<file path="src/rtl/imem_loader_pkg.sv">
// Shared definitions for the instruction-memory loader: FSM encoding and
// default sizing used when the loader is instantiated without overrides.
package imem_loader_pkg;

  // Loader phases: accept the first word, accept more words, hold the core
  // in reset for a short settle time, let the core run, or stop on overflow.
  typedef enum logic [2:0] {
    ST_IDLE    = 3'd0,
    ST_LOAD    = 3'd1,
    ST_RELEASE = 3'd2,
    ST_RUN     = 3'd3,
    ST_ERROR   = 3'd4
  } state_t;

  localparam int          DEFAULT_DEPTH_WORDS    = 1024;
  localparam int          DEFAULT_RELEASE_CYCLES = 4;
  localparam logic [31:0] DEFAULT_BASE_ADDR      = 32'h0000_0000;

  // The source may only hand over words while the loader is still filling memory.
  function automatic logic accepts_words(input state_t s);
    return (s == ST_IDLE) || (s == ST_LOAD);
  endfunction

endpackage

</file>
<file path="src/rtl/imem_loader.sv">
// Streams a program into instruction memory one 32-bit word per transfer,
// then holds the core in reset for RELEASE_CYCLES before letting it run.
// Writing past DEPTH_WORDS parks the loader in a sticky error state with the
// core still held in reset. RELEASE_CYCLES must lie in 1..255 because the
// settle time is kept in an 8-bit down-counter.
module imem_loader
  import imem_loader_pkg::*;
#(
  parameter int          DEPTH_WORDS    = DEFAULT_DEPTH_WORDS,
  parameter logic [31:0] BASE_ADDR      = DEFAULT_BASE_ADDR,
  parameter int          RELEASE_CYCLES = DEFAULT_RELEASE_CYCLES
) (
  input  logic                           clk,
  input  logic                           rst,
  input  logic                           in_valid,
  input  logic [31:0]                    in_data,
  input  logic                           in_last,
  output logic                           in_ready,
  output logic                           imem_we,
  output logic [31:0]                    imem_addr,
  output logic [31:0]                    imem_wdata,
  output logic                           core_rst,
  output logic                           done,
  output logic                           err,
  output logic [$clog2(DEPTH_WORDS):0]   word_count
);

  localparam int             CW       = $clog2(DEPTH_WORDS) + 1;
  localparam logic [CW-1:0]  FULL     = CW'(DEPTH_WORDS);
  localparam logic [7:0]     REL_LOAD = 8'(RELEASE_CYCLES);

  state_t     state;
  state_t     next_state;
  logic [7:0] rel_cnt;
  logic [7:0] rel_cnt_next;
  logic       transfer;
  logic       full;
  logic       write_ok;

  // A word is handed over only when offered and accepted in the same cycle;
  // once memory is full a further word is swallowed without being written.
  assign transfer = in_valid && in_ready;
  assign full     = (word_count == FULL);
  assign write_ok = transfer && !full;

  // The core sees reset released and the loader reports done only while running.
  assign core_rst = (state == ST_RUN);
  assign done     = (state == ST_RUN);

  // Next-state and release-counter logic; everything defaults to holding.
  always_comb begin
    next_state   = state;
    rel_cnt_next = rel_cnt;
    case (state)
      ST_IDLE, ST_LOAD: begin
        if (transfer) begin
          if (full) begin
            next_state = ST_ERROR;
          end else if (in_last) begin
            next_state   = ST_RELEASE;
            rel_cnt_next = REL_LOAD;
          end else begin
            next_state = ST_LOAD;
          end
        end
      end
      ST_RELEASE: begin
        if (rel_cnt <= 8'd1) begin
          next_state   = ST_RUN;
          rel_cnt_next = 8'd0;
        end else begin
          rel_cnt_next = rel_cnt - 8'd1;
        end
      end
      ST_RUN, ST_ERROR: begin
        next_state = state;
      end
      default: begin
        next_state   = ST_IDLE;
        rel_cnt_next = 8'd0;
      end
    endcase
  end

  // State, release counter, handshake and error flag; ready is registered from
  // the next state so it rises on the first edge after reset is released.
  always_ff @(posedge clk or negedge rst) begin
    if (!rst) begin
      state    <= ST_IDLE;
      rel_cnt  <= 8'd0;
      in_ready <= 1'b0;
      err      <= 1'b0;
    end else begin
      state    <= next_state;
      rel_cnt  <= rel_cnt_next;
      in_ready <= accepts_words(next_state);
      err      <= err || (transfer && full);
    end
  end

  // Registered memory write port: each accepted word appears exactly one cycle
  // later at the next word-aligned address, and the word count advances.
  always_ff @(posedge clk or negedge rst) begin
    if (!rst) begin
      imem_we    <= 1'b0;
      imem_addr  <= BASE_ADDR;
      imem_wdata <= 32'd0;
      word_count <= '0;
    end else begin
      imem_we <= write_ok;
      if (write_ok) begin
        imem_addr  <= BASE_ADDR + (32'(word_count) << 2);
        imem_wdata <= in_data;
        word_count <= word_count + CW'(1);
      end
    end
  end

endmodule

</file>
<file path="config.mk">
export PLATFORM = sky130hd
export DESIGN_NAME = imem_loader
export DESIGN_NICKNAME = d
export VERILOG_FILES = /design/src/rtl/imem_loader_pkg.sv /design/src/rtl/imem_loader.sv
export SDC_FILE = /design/constraint.sdc
export NUM_CORES = 1
export LEC_CHECK = 0
export ABC_AREA = 0
export CORE_AREA = 4 4 89 91
export DETAILED_ROUTE_END_ITERATION = 8
export DIE_AREA = 0 0 93 95
export PLACE_DENSITY_LB_ADDON = 0.08
export SKIP_LAST_GASP = 1
export SLEW_MARGIN = 20
export SYNTH_ARGS = -nofsm -noshare
export SYNTH_HDL_FRONTEND = slang
export SYNTH_SLANG_ARGS = --single-unit
export TNS_END_PERCENT = 1
</file>
<file path="constraint.sdc">
create_clock -name clk -period 2.4 [get_ports clk]
set_input_delay 0.48 -clock clk [delete_from_list [all_inputs] [get_ports clk]]
set_output_delay 0.48 -clock clk [all_outputs]
set_load 0.005 [all_outputs]
</file>
Word-level counts from Yosys, hierarchy flattened

Cells that the tools add are included.

Register bits: 68
Input bits: 36

Add/subtract/negate cells: 2
Magnitude comparators: 1
Equality and inequality tests: 9
Mux-type cells: 10
Bitwise operators: 1
Reductions and logical operators: 11

Operators by type and width:

| kind                                                                  | count |
|---|---|
| 8-bit 2-to-1 mux                                                      | 4 |
| 8-bit one-hot mux with 3 select lines                                 | 1 |
| 11-bit by 1-bit adder with 11-bit output, second input constant       | 1 |
| 11-bit equality test, second input constant                           | 1 |
| 3-bit 2-to-1 mux                                                      | 3 |
| 3-bit one-hot mux with 3 select lines                                 | 1 |
| 8-bit by 1-bit <= comparator with 1-bit output, second input constant | 1 |
| 8-bit by 1-bit subtractor with 8-bit output, second input constant    | 1 |
| 3-bit by 1-bit equality test with 1-bit output, second input constant | 2 |
| 3-bit by 2-bit equality test with 1-bit output, second input constant | 2 |
| 3-bit logical NOT                                                     | 2 |
| 2-bit != test, second input constant                                  | 3 |
| 4-bit AND reduction                                                   | 1 |
| 2-bit OR reduction                                                    | 2 |
| 3-bit equality test, second input constant                            | 1 |
| 1-bit logical AND                                                     | 3 |
| 1-bit logical OR                                                      | 2 |
| 2-bit 2-to-1 mux                                                      | 1 |
| 1-bit logical NOT                                                     | 1 |
| 1-bit inverter                                                        | 1 |

Depth between registers and ports, before layout

Gate-level depths: netlist of run 1.

Depth in word-level cells: 6
Depth in mapped cells: 9
Depth with buffers taken out: 7

Worst setup path before layout of run 1

No wires, ideal clock.

Kind: flip-flop to flip-flop
From: reg word_count[0]
To: reg rel_cnt[5]
Setup time: 0.161 ns
Arrival: 1.755 ns
Setup slack: 0.484 ns
Cell stages (with the launch flop): 7
Clock period less this slack: 1.916 ns
Cells stage by stage: dfrtp_1 > inv_1 > ha_1 > nand2b_1 > o31ai_4 > o41ai_1 > o221ai_1

Longest elaborated chain between the ends: 3

RTL lines:

| element                              | RTL line           | text |
|---|---|---|
| start, declared                      | imem_loader.sv:25  | `output logic [$clog2(DEPTH_WORDS):0] word_count` |
| start signal, assigned               | imem_loader.sv:114 | `word_count <= word_count + CW'(1);` |
| 11-bit equality test                 | imem_loader.sv:43  | `assign full = (word_count == FULL);` |
| 2-bit != test (no source line)       | n/a                |  |
| 4-bit AND reduction (no source line) | n/a                |  |
| end signal, assigned                 | imem_loader.sv:95  | `rel_cnt <= rel_cnt_next;` |
| end, declared                        | imem_loader.sv:34  | `logic [7:0] rel_cnt;` |

No other way between the ends.
A chain may end at the register's enable or synchronous reset.

Worst setup path after layout of run 1

From: reg state[1]
To: out core_rst

Longest elaborated chain between the ends: 1

RTL lines:

| element                                        | RTL line          | text |
|---|---|---|
| start, declared                                | imem_loader.sv:32 | `state_t state;` |
| start signal, assigned                         | imem_loader.sv:94 | `state <= next_state;` |
| 3-bit by 2-bit equality test with 1-bit output | imem_loader.sv:47 | `assign core_rst = (state == ST_RUN);` |
| end, declared                                  | imem_loader.sv:22 | `output logic core_rst,` |

No other way between the ends.

==> results of run 1 <==
## final cells by class
cell class              count  area share
inverters                  13      0.0115
well taps                  99      0.0291
multi-input cells         226       0.270
clock buffers              10      0.0323
repair buffers            101       0.238
clock inverters             6      0.0203
flip-flops and latches     68       0.399
## kinds of logic (layout without fill, tap and decap cells)
kind of cell / count (synthesis) / count (layout) / share of synthesized area
multiplexers: 2 / 2 / 0.00653
other: 1 / 21 / 0.00122
buffers and inverters: 48 / 130 / 0.0951
flip-flops: 68 / 68 / 0.555
XOR/XNOR: 9 / 9 / 0.0257
AND/OR/NAND/NOR: 159 / 159 / 0.221
adder cells (fa/ha/maj): 4 / 4 / 0.0163
AO/OA/AOI/OAI: 31 / 31 / 0.0792
## layout by cell type (no fill, tap or decap), types with 2 or more instances in the layout
master,synthesis,routed
a21o_1,2,2
a21oi_1,3,3
a22o_1,2,2
and2_1,3,3
and3_1,2,2
and4_1,2,2
buf_12,0,2
buf_4,23,5
bufinv_16,0,2
clkbuf_8,0,10
clkdlybuf4s50_1,0,93
clkinv_2,0,2
conb_1,1,21
dfrtp_1,68,68
ha_1,4,4
inv_1,12,12
mux2i_1,2,2
nand2_1,127,127
nand3_1,2,2
nand4_1,5,5
nor2_1,6,6
o21ai_0,5,5
o21bai_1,2,2
o221ai_1,3,3
o31ai_1,3,3
o41ai_1,2,2
or3_1,4,4
xnor2_1,8,8
## per-layer routing
| layer | track usage | vias to the layer above |
|---|---|---|
| met5 | 0 | - |
| met4 | 0.0696 | 0 |
| met3 | 0.0526 | 6 |
| met2 | 0.246 | 73 |
| met1 | 0.216 | 1124 |
| li1 | - | 1196 |
## critical path, stage by stage (launching register included)
cell and delay (ns):
dfrtp_1 0.56, nand2_1 0.08, nor2_1 0.12, clkdlybuf4s50_1 0.52
## Yosys cell counts, types with 3 or more instances
| master | count |
|---|---|
| buf_2 | 8 |
| o21ai_0 | 5 |
| a21oi_1 | 3 |
| inv_1 | 12 |
| dfrtp_1 | 68 |
| nand4_1 | 5 |
| or3_1 | 4 |
| and2_1 | 3 |
| ha_1 | 4 |
| o31ai_1 | 3 |
| buf_4 | 23 |
| xnor2_1 | 8 |
| nor2_1 | 6 |
| o221ai_1 | 3 |
| nand2_1 | 127 |
## sequential cells by signal, summed over array words and instances, names as in the netlist
signal and count:
err 1, imem_addr 11, imem_wdata 32, imem_we 1, in_ready 1, rel_cnt 8, state 3, word_count 11
## per-stage QoR
stage	setup WS (ns)	instance area, um^2
5_1_grt	0.141	4260
3_5_place_dp	0.397	4040
3_3_place_gp	0.384	4040
6_report	0.314	4260
2_1_floorplan	0.484	3140
4_1_cts	0.295	4260
## worst paths after layout
path	cells after the start	from	slack (ns)	end
max in group asynchronous	2	rst	1.64	rel_cnt[1]
min	1	rst	0.15	imem_wdata[29]
max reg2reg	4	word_count[2]	0.40	imem_addr[5]
max	3	state[1]	0.31	core_rst
min reg2reg	2	imem_wdata[11]	0.47	imem_wdata[11]
min in group clk	2	imem_wdata[11]	0.47	imem_wdata[11]
## power breakdown
part	internal (uW)	leakage (uW)	switching [uW]
Clock	613	0.000113	427
Combinational	120	0.00110	76.7
Sequential	1180	0.000867	19.2
Total	1910	0.00208	522
==> impl_metrics.env, run 1 <==
export IMPL_ys_seq_elements=68
export IMPL_hold_path_class="primary input to asynchronous set/reset pin"
export IMPL_synth_area_leaders="dfrtp_1 55%, nand2_1 16%, buf_4 5.6%, xnor2_1 2.3%, ha_1 1.6%"
export IMPL_cp_data_arrival_time_ns=1.61
export IMPL_nets=459
export IMPL_drive_above_1_share=0.0708
export IMPL_wl_met3_um=517
export IMPL_path_max_fanout=11
export IMPL_fin_crit_sh=0.869
export IMPL_syn_inst=322
export IMPL_syn_avg_cell_area_um2=9.52
export IMPL_ctsHoldBuffers=0
export IMPL_top_layer="met4"
export IMPL_clock_path_buffers=2
export IMPL_grt_pass1_wl_mm=11.3
export IMPL_skew_ns=0.0140
export IMPL_min_period_ns=2.09
export IMPL_num_rows=31
export IMPL_die_area_mm2=0.00884
export IMPL_grt_overflow_total=0
export IMPL_synth_flop_cell="dfrtp_1"
export IMPL_cts_root_buf="clkbuf_8"
export IMPL_outcome="completed"
export IMPL_worst_pin_slew_ns=0.598
export IMPL_initial_core_util=0.430
export IMPL_rsz0062_at_grt="false"
export IMPL_yosys_warnings=0
export IMPL_ff_latch_area_mm2=0.00170
export IMPL_multi_input_area_mm2=0.00115
export IMPL_tns_ns=0
export IMPL_first_pass_iters=4
export IMPL_coreArea_mm2=0.00714
export IMPL_tritoncts="yes"
export IMPL_postLayoutCoreUtil=0.597
export IMPL_met1_length_mm=3.05
export IMPL_h_tree_depth=3
export IMPL_place_hpwl_mm=4.92
export IMPL_cellLeakagePower_uw=0.00208
export IMPL_hold_viol=0
export IMPL_totalWireLength_mm=6.82
export IMPL_pin_count=116
export IMPL_place_congestion=0.739
export IMPL_cts_sinks=68
export IMPL_num_vias=2399
export IMPL_wl_met2_mm=3.18
export IMPL_antenna_found_initial=0
export IMPL_grt_usage=0.163
export IMPL_max_cap_violations=0
export IMPL_post_cts_setup_buffers=0
export IMPL_cts_buffers=9
export IMPL_antennaDiodeCount=0
export IMPL_via_per_inst=4.59
export IMPL_required_ns=1.92
export IMPL_grt_max_degree=39
export IMPL_clk_pin_slew_ns=0.07
export IMPL_setup_violations=0
export IMPL_fmax_ghz=0.479
export IMPL_area_growth_pct=38.9
export IMPL_max_slew_margin=0.601
export IMPL_port_buffers=94
export IMPL_crit_type="register to primary output"
export IMPL_hold_slack_ns=0.153
export IMPL_n_fill_cell=646
export IMPL_yosysSeqAreaShare=0.555
export IMPL_maxSlewViolCount=0
export IMPL_netlist_area_mm2=0.00307
export IMPL_p_per_area_mw_per_mm2=571
export IMPL_synth_top_cell_by_area="dfrtp_1"
export IMPL_synthArstFlopShare=1.00
export IMPL_dieHeight_um=95
export IMPL_detail_route_wl_per_cell_um=13.0
export IMPL_drc=0
export IMPL_worstSkewPairLatency_ns=0.33
export IMPL_finalPower_uw=2430
export IMPL_die_w_um=93
export IMPL_end_kind="primary output"
export IMPL_synth_edf_count=0
export IMPL_grt_pass1_vias=2303
export IMPL_ctsResizeCount=0
export IMPL_startpoint_type="register"
export IMPL_synth_cell_types=45
export IMPL_drtIter0Drc=119
export IMPL_yosysTopAreaCellShare=0.555
export IMPL_dp_cells=507
export IMPL_layout_cells_non_filler=523
export IMPL_antenna_left=0
export IMPL_peakVddDrop_mv=0.284
No activity file was read; power rests on OpenSTA's default activity.
==> run 2, diff against run 1 <==
--- a/config.mk
+++ b/config.mk
@@ -6,9 +6,9 @@
 export NUM_CORES = 1
 export LEC_CHECK = 0
 export ABC_AREA = 0
-export CORE_AREA = 4 4 89 91
+export CORE_AREA = 4 4 69 118
 export DETAILED_ROUTE_END_ITERATION = 8
-export DIE_AREA = 0 0 93 95
+export DIE_AREA = 0 0 73 122
 export PLACE_DENSITY_LB_ADDON = 0.08
 export SKIP_LAST_GASP = 1
 export SLEW_MARGIN = 20
==> run 2 against run 1 <==
Effect of this change:
- highest routed layer unchanged
- global-route usage is 0.41 points higher
- die area up 0.80%
- count of clock-buffer cells in the layout up 1
- utilization up 0.42 points
- sequential share of layout area shrank 0.80 points
- clock skew decreased by 0.011 ns
- largest cell class unchanged
- sequential power hardly changed
- cell area rose by 2.1%
==> impl_metrics.env, run 2 (synthesis results as in run 1) <==
export IMPL_largest_reg_flops=32
export IMPL_cp_data_arrival_time_ns=1.60
export IMPL_num_vias=2410
export IMPL_first_pass_iters=4
export IMPL_postLayoutCoreUtil=0.601
export IMPL_worstPathCellList="nand2_1 > nor2_1 > clkdlybuf4s50_1"
export IMPL_min_period_ns=2.08
export IMPL_ctsResizeCount=0
export IMPL_drtIter0Drc=118
export IMPL_layout_cells_non_filler=513
export IMPL_worst_path_largest_cell_delay_ns=0.53
export IMPL_p_per_area_mw_per_mm2=641
export IMPL_fmax_ghz=0.480
export IMPL_skew_ns=0.00298
export IMPL_nets=462
export IMPL_dp_cells=497
export IMPL_pin_count=116
export IMPL_layout_commonest_cell="nand2_1"
export IMPL_port_buffers=94
export IMPL_cts_sinks=68
export IMPL_place_hpwl_mm=5.17
export IMPL_clk_pin_slew_ns=0.05
export IMPL_layout_common_cells="127 x nand2_1, 93 x clkdlybuf4s50_1, 68 x dfrtp_1"
export IMPL_dieHeight_um=122
export IMPL_place_congestion=0.804
export IMPL_detail_route_wl_per_cell_um=13.8
export IMPL_largest_register="imem_wdata"
export IMPL_totalWireLength_mm=7.06
export IMPL_path_max_fanout=11
export IMPL_initial_core_util=0.424
export IMPL_drive_above_1_share=0.0749
export IMPL_ff_latch_area_mm2=0.00170
export IMPL_crit_slowest_cell="dfrtp_1"
export IMPL_required_ns=1.92
export IMPL_finalPower_uw=2790
export IMPL_startpoint_type="register"
export IMPL_finalWorstSetupSlack_ns=0.317
export IMPL_antennaDiodeCount=0
export IMPL_cts_buffers=9
export IMPL_max_cap_violations=0
export IMPL_grt_overflow_total=0
export IMPL_die_area_mm2=0.00891
export IMPL_drc=0
export IMPL_via_per_inst=4.70
export IMPL_post_cts_setup_buffers=0
export IMPL_num_rows=41
export IMPL_hold_path_class="primary input to asynchronous set/reset pin"
export IMPL_clock_path_buffers=2
export IMPL_cts_root_buf="clkbuf_16"
export IMPL_peakVddDrop_mv=0.463
export IMPL_grt_max_degree=69
export IMPL_end_kind="primary output"
export IMPL_antenna_left=0
export IMPL_grt_pass1_wl_mm=11.4
export IMPL_hold_viol=0
export IMPL_h_tree_depth=3
export IMPL_multi_input_area_mm2=0.00115
export IMPL_cellLeakagePower_uw=0.00214
export IMPL_grt_pass1_vias=2290
export IMPL_die_w_um=73
export IMPL_dpl_worst_slack_ns=0.332
export IMPL_n_fill_cell=651
export IMPL_largestRegisters="imem_wdata (32), imem_addr (11), word_count (11)"
export IMPL_worstSkewPairLatency_ns=0.33
export IMPL_area_growth_pct=41.8
export IMPL_grt_usage=0.167
export IMPL_rsz0062_at_grt="false"
export IMPL_tns_ns=0
export IMPL_crit_type="register to primary output"
export IMPL_antenna_found_initial=0
export IMPL_coreArea_mm2=0.00723
export IMPL_ctsHoldBuffers=0
export IMPL_fin_crit_sh=0.868
export IMPL_setup_violations=0
export IMPL_maxSlewViolCount=0
export IMPL_tritoncts="yes"
export IMPL_outcome="completed"
run 2: power breakdown:
part	switching, uW	internal, uW	total, uW
Sequential	18.1	1180	1200
Clock	462	931	1390
Combinational	76.5	120	196
Total	557	2230	2790
run 2: worst max-delay path: cells and delay by family, from the launching register on:
kind	cells	cell delay [ns]
flip-flops	1	0.53
buffers and inverters	1	0.52
AND/OR/NAND/NOR	2	0.22
run 2: cell type report:
cell class	instances	share of cell area
tap	86	0.0247
clock inverter	5	0.0173
clock buffer	11	0.0558
multi-input combinational	226	0.264
timing repair buffer	104	0.235
sequential	68	0.391
inverter	13	0.0112
run 2: per-layer routing:
layer,routed length [um],part of all wire,track usage,vias to the layer above
met3,451,0.064,0.0429,13
li1,-,-,-,1198
met2,3690,0.52,0.268,66
met5,0,0,0,-
met1,2770,0.39,0.203,1133
met4,153,0.022,0.0866,0
run 2: final timing paths:
| check | cells past startpoint | end | from | slack (ns) |
|---|---|---|---|---|
| worst max-delay path | 3 | core_rst | state[1] | 0.32 |
| worst min-delay path | 2 | imem_wdata[29] | rst | 0.16 |
| worst max register to register | 6 | rel_cnt[7] | rel_cnt[0] | 0.44 |
| worst min register to register | 2 | imem_wdata[2] | imem_wdata[2] | 0.47 |
| max in group asynchronous | 2 | rel_cnt[1] | rst | 1.94 |
| min in group clk | 2 | imem_wdata[2] | imem_wdata[2] | 0.47 |
run 2: stage by stage:
stage          area [um^2]  hold WS [ns]
4_1_cts               4350         0.183
6_report              4350         0.163
5_1_grt               4350         0.200
3_5_place_dp          4030         0.461
2_1_floorplan         3140         0.184
3_3_place_gp          4030         0.456
